## src/rtl/mc_alu_if.sv

```systemverilog
// Start/busy/done handshake bundle between the MIPS control path and mc_alu.
// master drives the request; slave (the ALU) returns status and results.
interface mc_alu_if #(
  parameter int WIDTH = 32
) ();
  logic             start;
  logic [3:0]       op;
  logic [WIDTH-1:0] a;
  logic [WIDTH-1:0] b;
  logic             busy;
  logic             done;
  logic [WIDTH-1:0] result;
  logic [WIDTH-1:0] hi;
  logic             zero;
  logic             dz;

  modport master (output start, op, a, b,
                  input  busy, done, result, hi, zero, dz);
  modport slave  (input  start, op, a, b,
                  output busy, done, result, hi, zero, dz);
endinterface

```

## src/rtl/mc_alu.sv

```systemverilog
// Multi-cycle ALU: single-cycle logic/arith ops plus iterative unsigned
// shift-add multiply and restoring divide, both writing HI.
module mc_alu #(
  parameter int WIDTH = 32
) (
  input  logic     clk,
  input  logic     rst,
  mc_alu_if.slave  bus
);
  localparam int CNT_W = $clog2(WIDTH + 1);

  localparam logic [3:0] OP_ADD  = 4'd0;
  localparam logic [3:0] OP_AND  = 4'd1;
  localparam logic [3:0] OP_OR   = 4'd2;
  localparam logic [3:0] OP_SUB  = 4'd3;
  localparam logic [3:0] OP_SLT  = 4'd4;
  localparam logic [3:0] OP_SLTU = 4'd5;
  localparam logic [3:0] OP_XOR  = 4'd6;
  localparam logic [3:0] OP_NOR  = 4'd7;
  localparam logic [3:0] OP_MULU = 4'd8;
  localparam logic [3:0] OP_DIVU = 4'd9;

  typedef enum logic [1:0] {S_IDLE, S_MUL, S_DIV} state_t;

  state_t           state, state_nxt;
  logic [CNT_W-1:0] cnt;
  logic [WIDTH-1:0] wk_hi, wk_lo, opnd;
  logic             last;
  logic [WIDTH-1:0] res_sc;
  logic [WIDTH:0]   mul_sum, div_shift, div_diff;
  logic [WIDTH-1:0] mul_hi_nxt, mul_lo_nxt, div_rem_nxt, div_quo_nxt;

  function automatic logic [WIDTH-1:0] alu_op(input logic [3:0] op,
                                               input logic [WIDTH-1:0] a,
                                               input logic [WIDTH-1:0] b);
    logic signed [WIDTH-1:0] sa;
    logic signed [WIDTH-1:0] sb;
    sa = a;
    sb = b;
    case (op)
      OP_ADD:  alu_op = a + b;
      OP_AND:  alu_op = a & b;
      OP_OR:   alu_op = a | b;
      OP_SUB:  alu_op = a - b;
      OP_SLT:  alu_op = WIDTH'(sa < sb);
      OP_SLTU: alu_op = WIDTH'(a < b);
      OP_XOR:  alu_op = a ^ b;
      OP_NOR:  alu_op = ~(a | b);
      default: alu_op = '0;
    endcase
  endfunction

  // One iteration step: wk_hi holds partial product / partial remainder,
  // wk_lo the multiplier being shifted out / dividend becoming the quotient.
  always_comb begin
    res_sc     = alu_op(bus.op, bus.a, bus.b);
    mul_sum    = {1'b0, wk_hi} + (wk_lo[0] ? {1'b0, opnd} : '0);
    mul_hi_nxt = mul_sum[WIDTH:1];
    mul_lo_nxt = {mul_sum[0], wk_lo[WIDTH-1:1]};
    div_shift  = {wk_hi, wk_lo[WIDTH-1]};
    div_diff   = div_shift - {1'b0, opnd};
    if (!div_diff[WIDTH]) begin
      div_rem_nxt = div_diff[WIDTH-1:0];
      div_quo_nxt = {wk_lo[WIDTH-2:0], 1'b1};
    end else begin
      div_rem_nxt = div_shift[WIDTH-1:0];
      div_quo_nxt = {wk_lo[WIDTH-2:0], 1'b0};
    end
  end

  always_ff @(posedge clk) begin
    if (rst) state <= S_IDLE;
    else     state <= state_nxt;
  end

  always_comb begin
    state_nxt = state;
    bus.busy  = 1'b0;
    last      = (cnt == CNT_W'(1));
    case (state)
      S_IDLE: begin
        if (bus.start) begin
          if (bus.op == OP_MULU)                       state_nxt = S_MUL;
          else if (bus.op == OP_DIVU && bus.b != '0)   state_nxt = S_DIV;
        end
      end
      S_MUL, S_DIV: begin
        bus.busy = 1'b1;
        if (last) state_nxt = S_IDLE;
      end
      default: state_nxt = S_IDLE;
    endcase
  end

  // Iteration registers carry no reset; they are reloaded on every accept.
  always_ff @(posedge clk) begin
    case (state)
      S_IDLE: begin
        if (bus.start) begin
          cnt   <= CNT_W'(WIDTH);
          wk_hi <= '0;
          if (bus.op == OP_MULU) begin
            wk_lo <= bus.b;
            opnd  <= bus.a;
          end else begin
            wk_lo <= bus.a;
            opnd  <= bus.b;
          end
        end
      end
      S_MUL: begin
        wk_hi <= mul_hi_nxt;
        wk_lo <= mul_lo_nxt;
        cnt   <= cnt - CNT_W'(1);
      end
      S_DIV: begin
        wk_hi <= div_rem_nxt;
        wk_lo <= div_quo_nxt;
        cnt   <= cnt - CNT_W'(1);
      end
      default: ;
    endcase
  end

  always_ff @(posedge clk) begin
    if (rst) begin
      bus.done   <= 1'b0;
      bus.result <= '0;
      bus.hi     <= '0;
      bus.zero   <= 1'b0;
      bus.dz     <= 1'b0;
    end else begin
      bus.done <= 1'b0;
      case (state)
        S_IDLE: begin
          if (bus.start && bus.op != OP_MULU) begin
            if (bus.op == OP_DIVU) begin
              if (bus.b == '0) begin
                bus.result <= '1;
                bus.hi     <= bus.a;
                bus.zero   <= 1'b0;
                bus.dz     <= 1'b1;
                bus.done   <= 1'b1;
              end
            end else begin
              bus.result <= res_sc;
              bus.zero   <= (res_sc == '0);
              bus.dz     <= 1'b0;
              bus.done   <= 1'b1;
            end
          end
        end
        S_MUL: begin
          if (last) begin
            bus.result <= mul_lo_nxt;
            bus.hi     <= mul_hi_nxt;
            bus.zero   <= (mul_lo_nxt == '0);
            bus.dz     <= 1'b0;
            bus.done   <= 1'b1;
          end
        end
        S_DIV: begin
          if (last) begin
            bus.result <= div_quo_nxt;
            bus.hi     <= div_rem_nxt;
            bus.zero   <= (div_quo_nxt == '0);
            bus.dz     <= 1'b0;
            bus.done   <= 1'b1;
          end
        end
        default: ;
      endcase
    end
  end
endmodule
```

## src/flat_wrapper.sv

```systemverilog
// flat-port wrapper written by rule: the top's interface ports become plain ports
module mc_alu_flat 
#(
  parameter int WIDTH = 32
)
  (clk, rst, bus_start, bus_op, bus_a, bus_b, bus_busy, bus_done, bus_result, bus_hi, bus_zero, bus_dz);
  mc_alu_if #(.WIDTH(WIDTH)) bus_i ();
  input  logic clk;
  input  logic rst;
  input wire logic [$bits(bus_i.start)-1:0] bus_start;
  input wire logic [$bits(bus_i.op)-1:0] bus_op;
  input wire logic [$bits(bus_i.a)-1:0] bus_a;
  input wire logic [$bits(bus_i.b)-1:0] bus_b;
  output wire logic [$bits(bus_i.busy)-1:0] bus_busy;
  output wire logic [$bits(bus_i.done)-1:0] bus_done;
  output wire logic [$bits(bus_i.result)-1:0] bus_result;
  output wire logic [$bits(bus_i.hi)-1:0] bus_hi;
  output wire logic [$bits(bus_i.zero)-1:0] bus_zero;
  output wire logic [$bits(bus_i.dz)-1:0] bus_dz;
  assign bus_i.start = bus_start;
  assign bus_i.op = bus_op;
  assign bus_i.a = bus_a;
  assign bus_i.b = bus_b;
  assign bus_busy = bus_i.busy;
  assign bus_done = bus_i.done;
  assign bus_result = bus_i.result;
  assign bus_hi = bus_i.hi;
  assign bus_zero = bus_i.zero;
  assign bus_dz = bus_i.dz;
  mc_alu #(.WIDTH(WIDTH)) u_core (.clk(clk), .rst(rst), .bus(bus_i));
endmodule
```

## config.mk

```make
export PLATFORM = sky130hd
export DESIGN_NAME = mc_alu_flat
export DESIGN_NICKNAME = d
export VERILOG_FILES = /design/src/rtl/mc_alu_if.sv /design/src/rtl/mc_alu.sv /design/src/flat_wrapper.sv
export SDC_FILE = /design/constraint.sdc
export NUM_CORES = 1
export LEC_CHECK = 0
export ABC_CLOCK_PERIOD_IN_PS = 7500
export CAP_MARGIN = 40
export CORE_AREA = 2 2 226 228
export CTS_CLUSTER_DIAMETER = 30
export DETAILED_ROUTE_END_ITERATION = 10
export DIE_AREA = 0 0 228 230
export PLACE_DENSITY = 0.55
export SYNTH_ARGS = -nofsm -noshare
export SYNTH_HDL_FRONTEND = slang
export SYNTH_SLANG_ARGS = --single-unit
```

## constraint.sdc

```tcl
create_clock -name clk -period 7.5 [get_ports clk]
set_clock_uncertainty 0.05 [all_clocks]
set_input_delay 1.875 -clock clk [delete_from_list [all_inputs] [get_ports clk]]
set_output_delay 1.875 -clock clk [all_outputs]
set_load 0.02 [all_outputs]
```

* Word-level counts from Yosys, hierarchy flattened *
Index checks and enable logic that the tools add are counted.

storage, ports and cells
  register bits = 171
  bits of input ports = 71
  output and inout bits = 68
  logic and storage cells = 108

cells by class
  $add $sub $neg = 5
  order comparisons = 2
  equality and inequality tests = 22
  muxes and demuxes = 46
  bitwise operators = 4
  reduce and logical (&&, ||, !) cells = 19

operators by type and width
  cell                  count
  $mux W32              16
  $pmux W32 S3          4
  $pmux W32 S8          1
  $logic_not A32 Y1     4
  $lt A32 B32 Y1        2
  $add A32 B33 Y33      1
  $sub A33 B32 Y33      1
  $add A32 B32 Y32      1
  $and A32 B32 Y32      1
  $not A32 Y32          1
  $or A32 B32 Y32       1
  $reduce_bool A32 Y1   1
  $sub A32 B32 Y32      1
  $xor A32 B32 Y32      1
  $eq A4 B3 Y1 const B  4
  $mux W1               15
  $ne A2 B1 Y1 const B  6
  $pmux W6 S2           1
  $eq A4 B2 Y1 const B  2
  $eq A4 B4 Y1 const B  2
  $mux W2               4
  $eq A6 B1 Y1 const B  1
  $mux W6               1
  $reduce_and A2 Y1     3
  other kinds (21)      23

* Depth between registers and ports, before layout *
  depth in word-level cells = 7
  gate-level depth with buffers = 16
  mapped depth without buffers = 15

* Worst setup path before layout *
OpenSTA, ideal clock, no wires.

  path kind = input-to-reg
  from = in bus_start
  to = reg u_core.wk_hi[0], enable pin
  setup time = 507 ps
  arrival = 5070 ps
  data required time = 6943 ps
  slack = 1873 ps
  cell stages on the path = 2
  buffers on the path = 0
  cells stage by stage = inv_1 -> a21oi_1

between the ends
  cells in the longest elaborated chain, start to end = 2

ends and longest elaborated chain
  item                                line                text
  from (decl)                         flat_wrapper.sv:10  input wire logic [$bits(bus_i.start)-1:0] bus_start;
  $ne A2 B2 Y1 (no source line)       --
  $reduce_and A2 Y1 (no source line)  --
  to (signal assigned)                mc_alu.sv:112       wk_hi <= mul_hi_nxt;
  to (signal assigned)                mc_alu.sv:117       wk_hi <= div_rem_nxt;
  to (decl)                           mc_alu.sv:27        logic [WIDTH-1:0] wk_hi, wk_lo, opnd;

No other way between the ends.
A chain may end at the register's enable or synchronous reset.

* Final worst setup path *
  from = in bus_b[0]
  to = reg u_core.bus.zero

between the ends
  cells in the longest elaborated chain, start to end = 7
  elaborated cells between the ends (all ways) = 16
  classes of those cells = 2 x add/sub; 2 x order compare; 1 x eq/ne; 4 x mux; 4 x bitwise; 3 x reduce/logical

ends and longest elaborated chain
  item                                                                      line                text
  from (decl)                                                               flat_wrapper.sv:13  input wire logic [$bits(bus_i.b)-1:0] bus_b;
  parallel branches: the longest is 7 deep, another holds $sub A32 B32 Y32  --
  to (signal assigned)                                                      mc_alu.sv:147       bus.zero <= (res_sc == '0);
  to (signal assigned)                                                      mc_alu.sv:157       bus.zero <= (mul_lo_nxt == '0);
  to (signal assigned)                                                      mc_alu.sv:166       bus.zero <= (div_quo_nxt == '0);
  to (decl)                                                                 mc_alu_if.sv:20     output busy, done, result, hi, zero, dz);

Several ways; the timed one is not identified. The select of a mux whose other input is x is not followed.

==> results.txt <==
The run finished with clean final reports. The headroom to the max-slew limit is 0.315. Among the stages of the critical path, the cell type that occurs most often is o211a_1. The data arrival time of the critical path came out at 6.44 ns. The largest stage delay on the critical path came out at 0.70 ns. The worst ir drop on vdd came out at 0.0997 mV. 0 antenna diodes ended up in the layout. The classification of the worst setup path is input pin to flip-flop. The slowest stage of the critical path belongs to the cell a2111oi_2. The setup TNS is 0 ns.

The number of remaining DRC errors is 0. The DRC violation total after the first TritonRoute iteration is 2517. The total congestion overflow is 0. The width of the die came out at 228 um. The core region is 49900 um^2. The largest fanout on the critical path is 5.

In the synthesized netlist the dominant register cell turns out to be edfxtp_1. The first-pass iteration count of the detailed router came out at 6. The routed design has 73400 um of wire. The total of endpoints with negative setup slack in the final report is 0.

Input and output buffers added on the ports amount to 138. In this run, CTS created clock tree buffers numbering 17. The async set-reset flop share out of synthesis is 0.

Summed over all instances, the cell type with the most area after synthesis is edfxtp_1. The clock insertion delay at the later pin of the skew report came out at 0.46 ns. The number of setup buffers added after CTS is 0. The clock tree from TritonCTS is built. Of the post-synthesis cell area, the dominant cell type holds 0.177.

The die extent in y came out at 230 um. The layout net count is 2496. The number of H-tree levels came out at 4. The net count after synthesis is 2432. The final critical path time including I/O delays and setup came out at 6.12 ns.

The total of max-cap violations came out at 0. The design area is 19900 um^2. Detailed placement finished with a half-perimeter wire length of 57300 um. Clock-pin slew was measured on the worst setup and hold paths at 0.08 ns. On the critical path the largest part of the delay comes from compound AO/OA/AOI/OAI gates. The instance area at placement is 19400 um^2. Clock tree synthesis selected as its root buffer the cell clkbuf_16. Yosys instantiated no cell more often than nor2_1. The area of the die is 52400 um^2. The number of buffer and inverter instances along the worst setup path is 2. The overall global routing resource usage is 0.272.

The sequential cell area fraction in the yosys report came out at 0.257. The commonest cells after synthesis are 219 x nor2_1, 211 x nand2_1, 167 x ha_1, 165 x a21oi_1, 150 x o21ai_0. The slew at the pin closest to its max-slew limit is 1.02 ns. The warning count from the yosys run came out at 0. The areal power density over the cells is 160 nW/um^2. After detailed routing, the number of vias per cell comes to 6.17. The congestion estimate from routability-driven global placement came to 0.982. The pin count of the biggest net entering global routing came out at 53. The summed instance area of the synthesized netlist is 17300 um^2. Across all layers, the routed design uses 18100 vias.

In the finished design, the share of the clock period the worst path needs comes to 0.816. The final count of hold timing violations was 0. At the worst endpoint, the required time is 7.81 ns. The cell row count came out at 82. The static leakage is 8.04 nW. The average wire per cell in the routed design is 25.0 um.

The tightest min-delay check is of the flip-flop to flip-flop type. The number of nets with antenna violations after routing came out at 0. The share of post-route cells with drive strength above 1 came out at 0.0697. The initial cell density of the core is 0.347. The clock net sink count came out at 171. Once placement completed, the tool counted placed cells totaling 2906. The count of cells resized by post-cts repair is 0. The number of pins exceeding their max-slew limit in the final report is 0. The post-synthesis area per instance is 7.89 um^2.

The count of flip-flops with a built-in enable after synthesis is 102. The distinct cell type count after synthesis came out at 106. The hold buffer count at CTS came out at 0. The cell count after synthesis is 2190. Setup repair after global routing left no endpoint under its margin. The longest clock path from root to sink contains 2 buffers. STA classifies the critical path endpoint as a flip-flop. Walking the worst path, the cells encountered are clkdlybuf4s50_1 > ha_1 > inv_1 > fa_1 > nor2b_1 > o211a_1 > o211a_1 > o311ai_2 > a2111oi_2 > o31ai_1 > nor3b_1 > and4_1 > nand4_1 > or4_1 > o41ai_2.

The wire length of the first global-routing pass came out at 109000 um. By area the synthesized netlist is led by edfxtp_1 18%, ha_1 12%, dfxtp_1 8.0%. The synthesized flop and latch total came out at 171.

The number of standard cells in the layout, taps in and fillers out came out at 2939. The via count of the first global-routing pass is 17000. The timing-limited maximum frequency is 163 MHz.

The worst setup path is launched from an input pin. Pin placement for this block handled 139 I/O pins. The area added between synthesis and finish came out at 15.3%. The number of antenna violations at the first check in global routing came out at 4.
-- area by class of cell --
cell class | instances | area [um^2]
multi-input cells | 1728 | 11700
inverters | 152 | 571
clock buffers | 17 | 425
repair buffers | 184 | 1770
clock inverters | 15 | 130
flip-flops and latches | 171 | 4440
fillers | 5138 | 29900
well taps | 672 | 841
-- worst min-delay path: stages (launching register included) --
cell     delay, ns
dfxtp_1       0.31
nand2_1       0.05
a21oi_1       0.05
-- power by group --
part / total [W] / leakage [nW] / switching [W] / internal [W]
logic: 0.00120 / 6.18 / 0.000755 / 0.000444
registers: 0.00112 / 1.58 / 0.0000535 / 0.00107
clock network: 0.000875 / 0.270 / 0.000438 / 0.000437
-- layer usage --
layer | up-vias | track usage | share of wire
met2 | 975 | 0.414 | 0.43
met3 | 109 | 0.0406 | 0.087
met5 | - | 0 | 0.00053
li1 | 8310 | - | -
met1 | 8721 | 0.393 | 0.45
met4 | 6 | 0.0823 | 0.027
-- sequential cells by signal, indices dropped and copies added, names as in the netlist --
register,flops
u_core.bus.done,1
u_core.bus.dz,1
u_core.bus.hi,32
u_core.bus.result,32
u_core.bus.zero,1
u_core.cnt,6
u_core.opnd,32
u_core.state,2
u_core.wk_hi,32
u_core.wk_lo,32
-- kinds of logic (layout without fill, tap and decap cells) --
group / count (synthesis) / count (layout) / synth area share
compound gates: 795 / 795 / 0.319
xor+xnor: 62 / 62 / 0.0314
simple gates: 667 / 667 / 0.181
fa+ha+maj: 171 / 171 / 0.126
buf+inv: 291 / 368 / 0.0670
mux: 33 / 33 / 0.0193
flops: 171 / 171 / 0.257
-- cell usage in the layout, fill, tap and decap left out, types with 38 or more instances in the layout --
cell               n
buf_4             41
nor2_1           217
clkdlybuf4s50_1  137
a21o_1            48
a21oi_1          164
o21ai_0          150
xnor2_1           41
ha_1             166
dfxtp_1           69
inv_1            145
a221oi_1          38
nand2_1          210
edfxtp_1         102
a31oi_1           47
-- metrics by stage --
stage	hold WS, ns	utilization	power [W]	worst slack, ns
global route	0.431	0.400	0.00333	1.23
finish	0.407	0.400	0.00319	1.38
global placement	0.391	0.387	0.00230	0.757
floorplan	0.434	-	0.00189	1.87
detailed placement	0.397	0.388	0.00230	0.762
CTS	0.408	0.400	0.00318	1.22
-- final timing paths --
path                            slack, ns                 start                   end  cells after the start
worst max-delay path                 1.38              bus_b[0]       u_core.bus.zero                     15
worst min-delay path                 0.41  u_core.bus.result[5]  u_core.bus.result[5]                      2
worst max register to register       2.84      u_core.wk_lo[31]      u_core.wk_hi[28]                     16
worst min register to register       0.41  u_core.bus.result[5]  u_core.bus.result[5]                      2
Note: power is estimated with default switching activity, not from simulation.
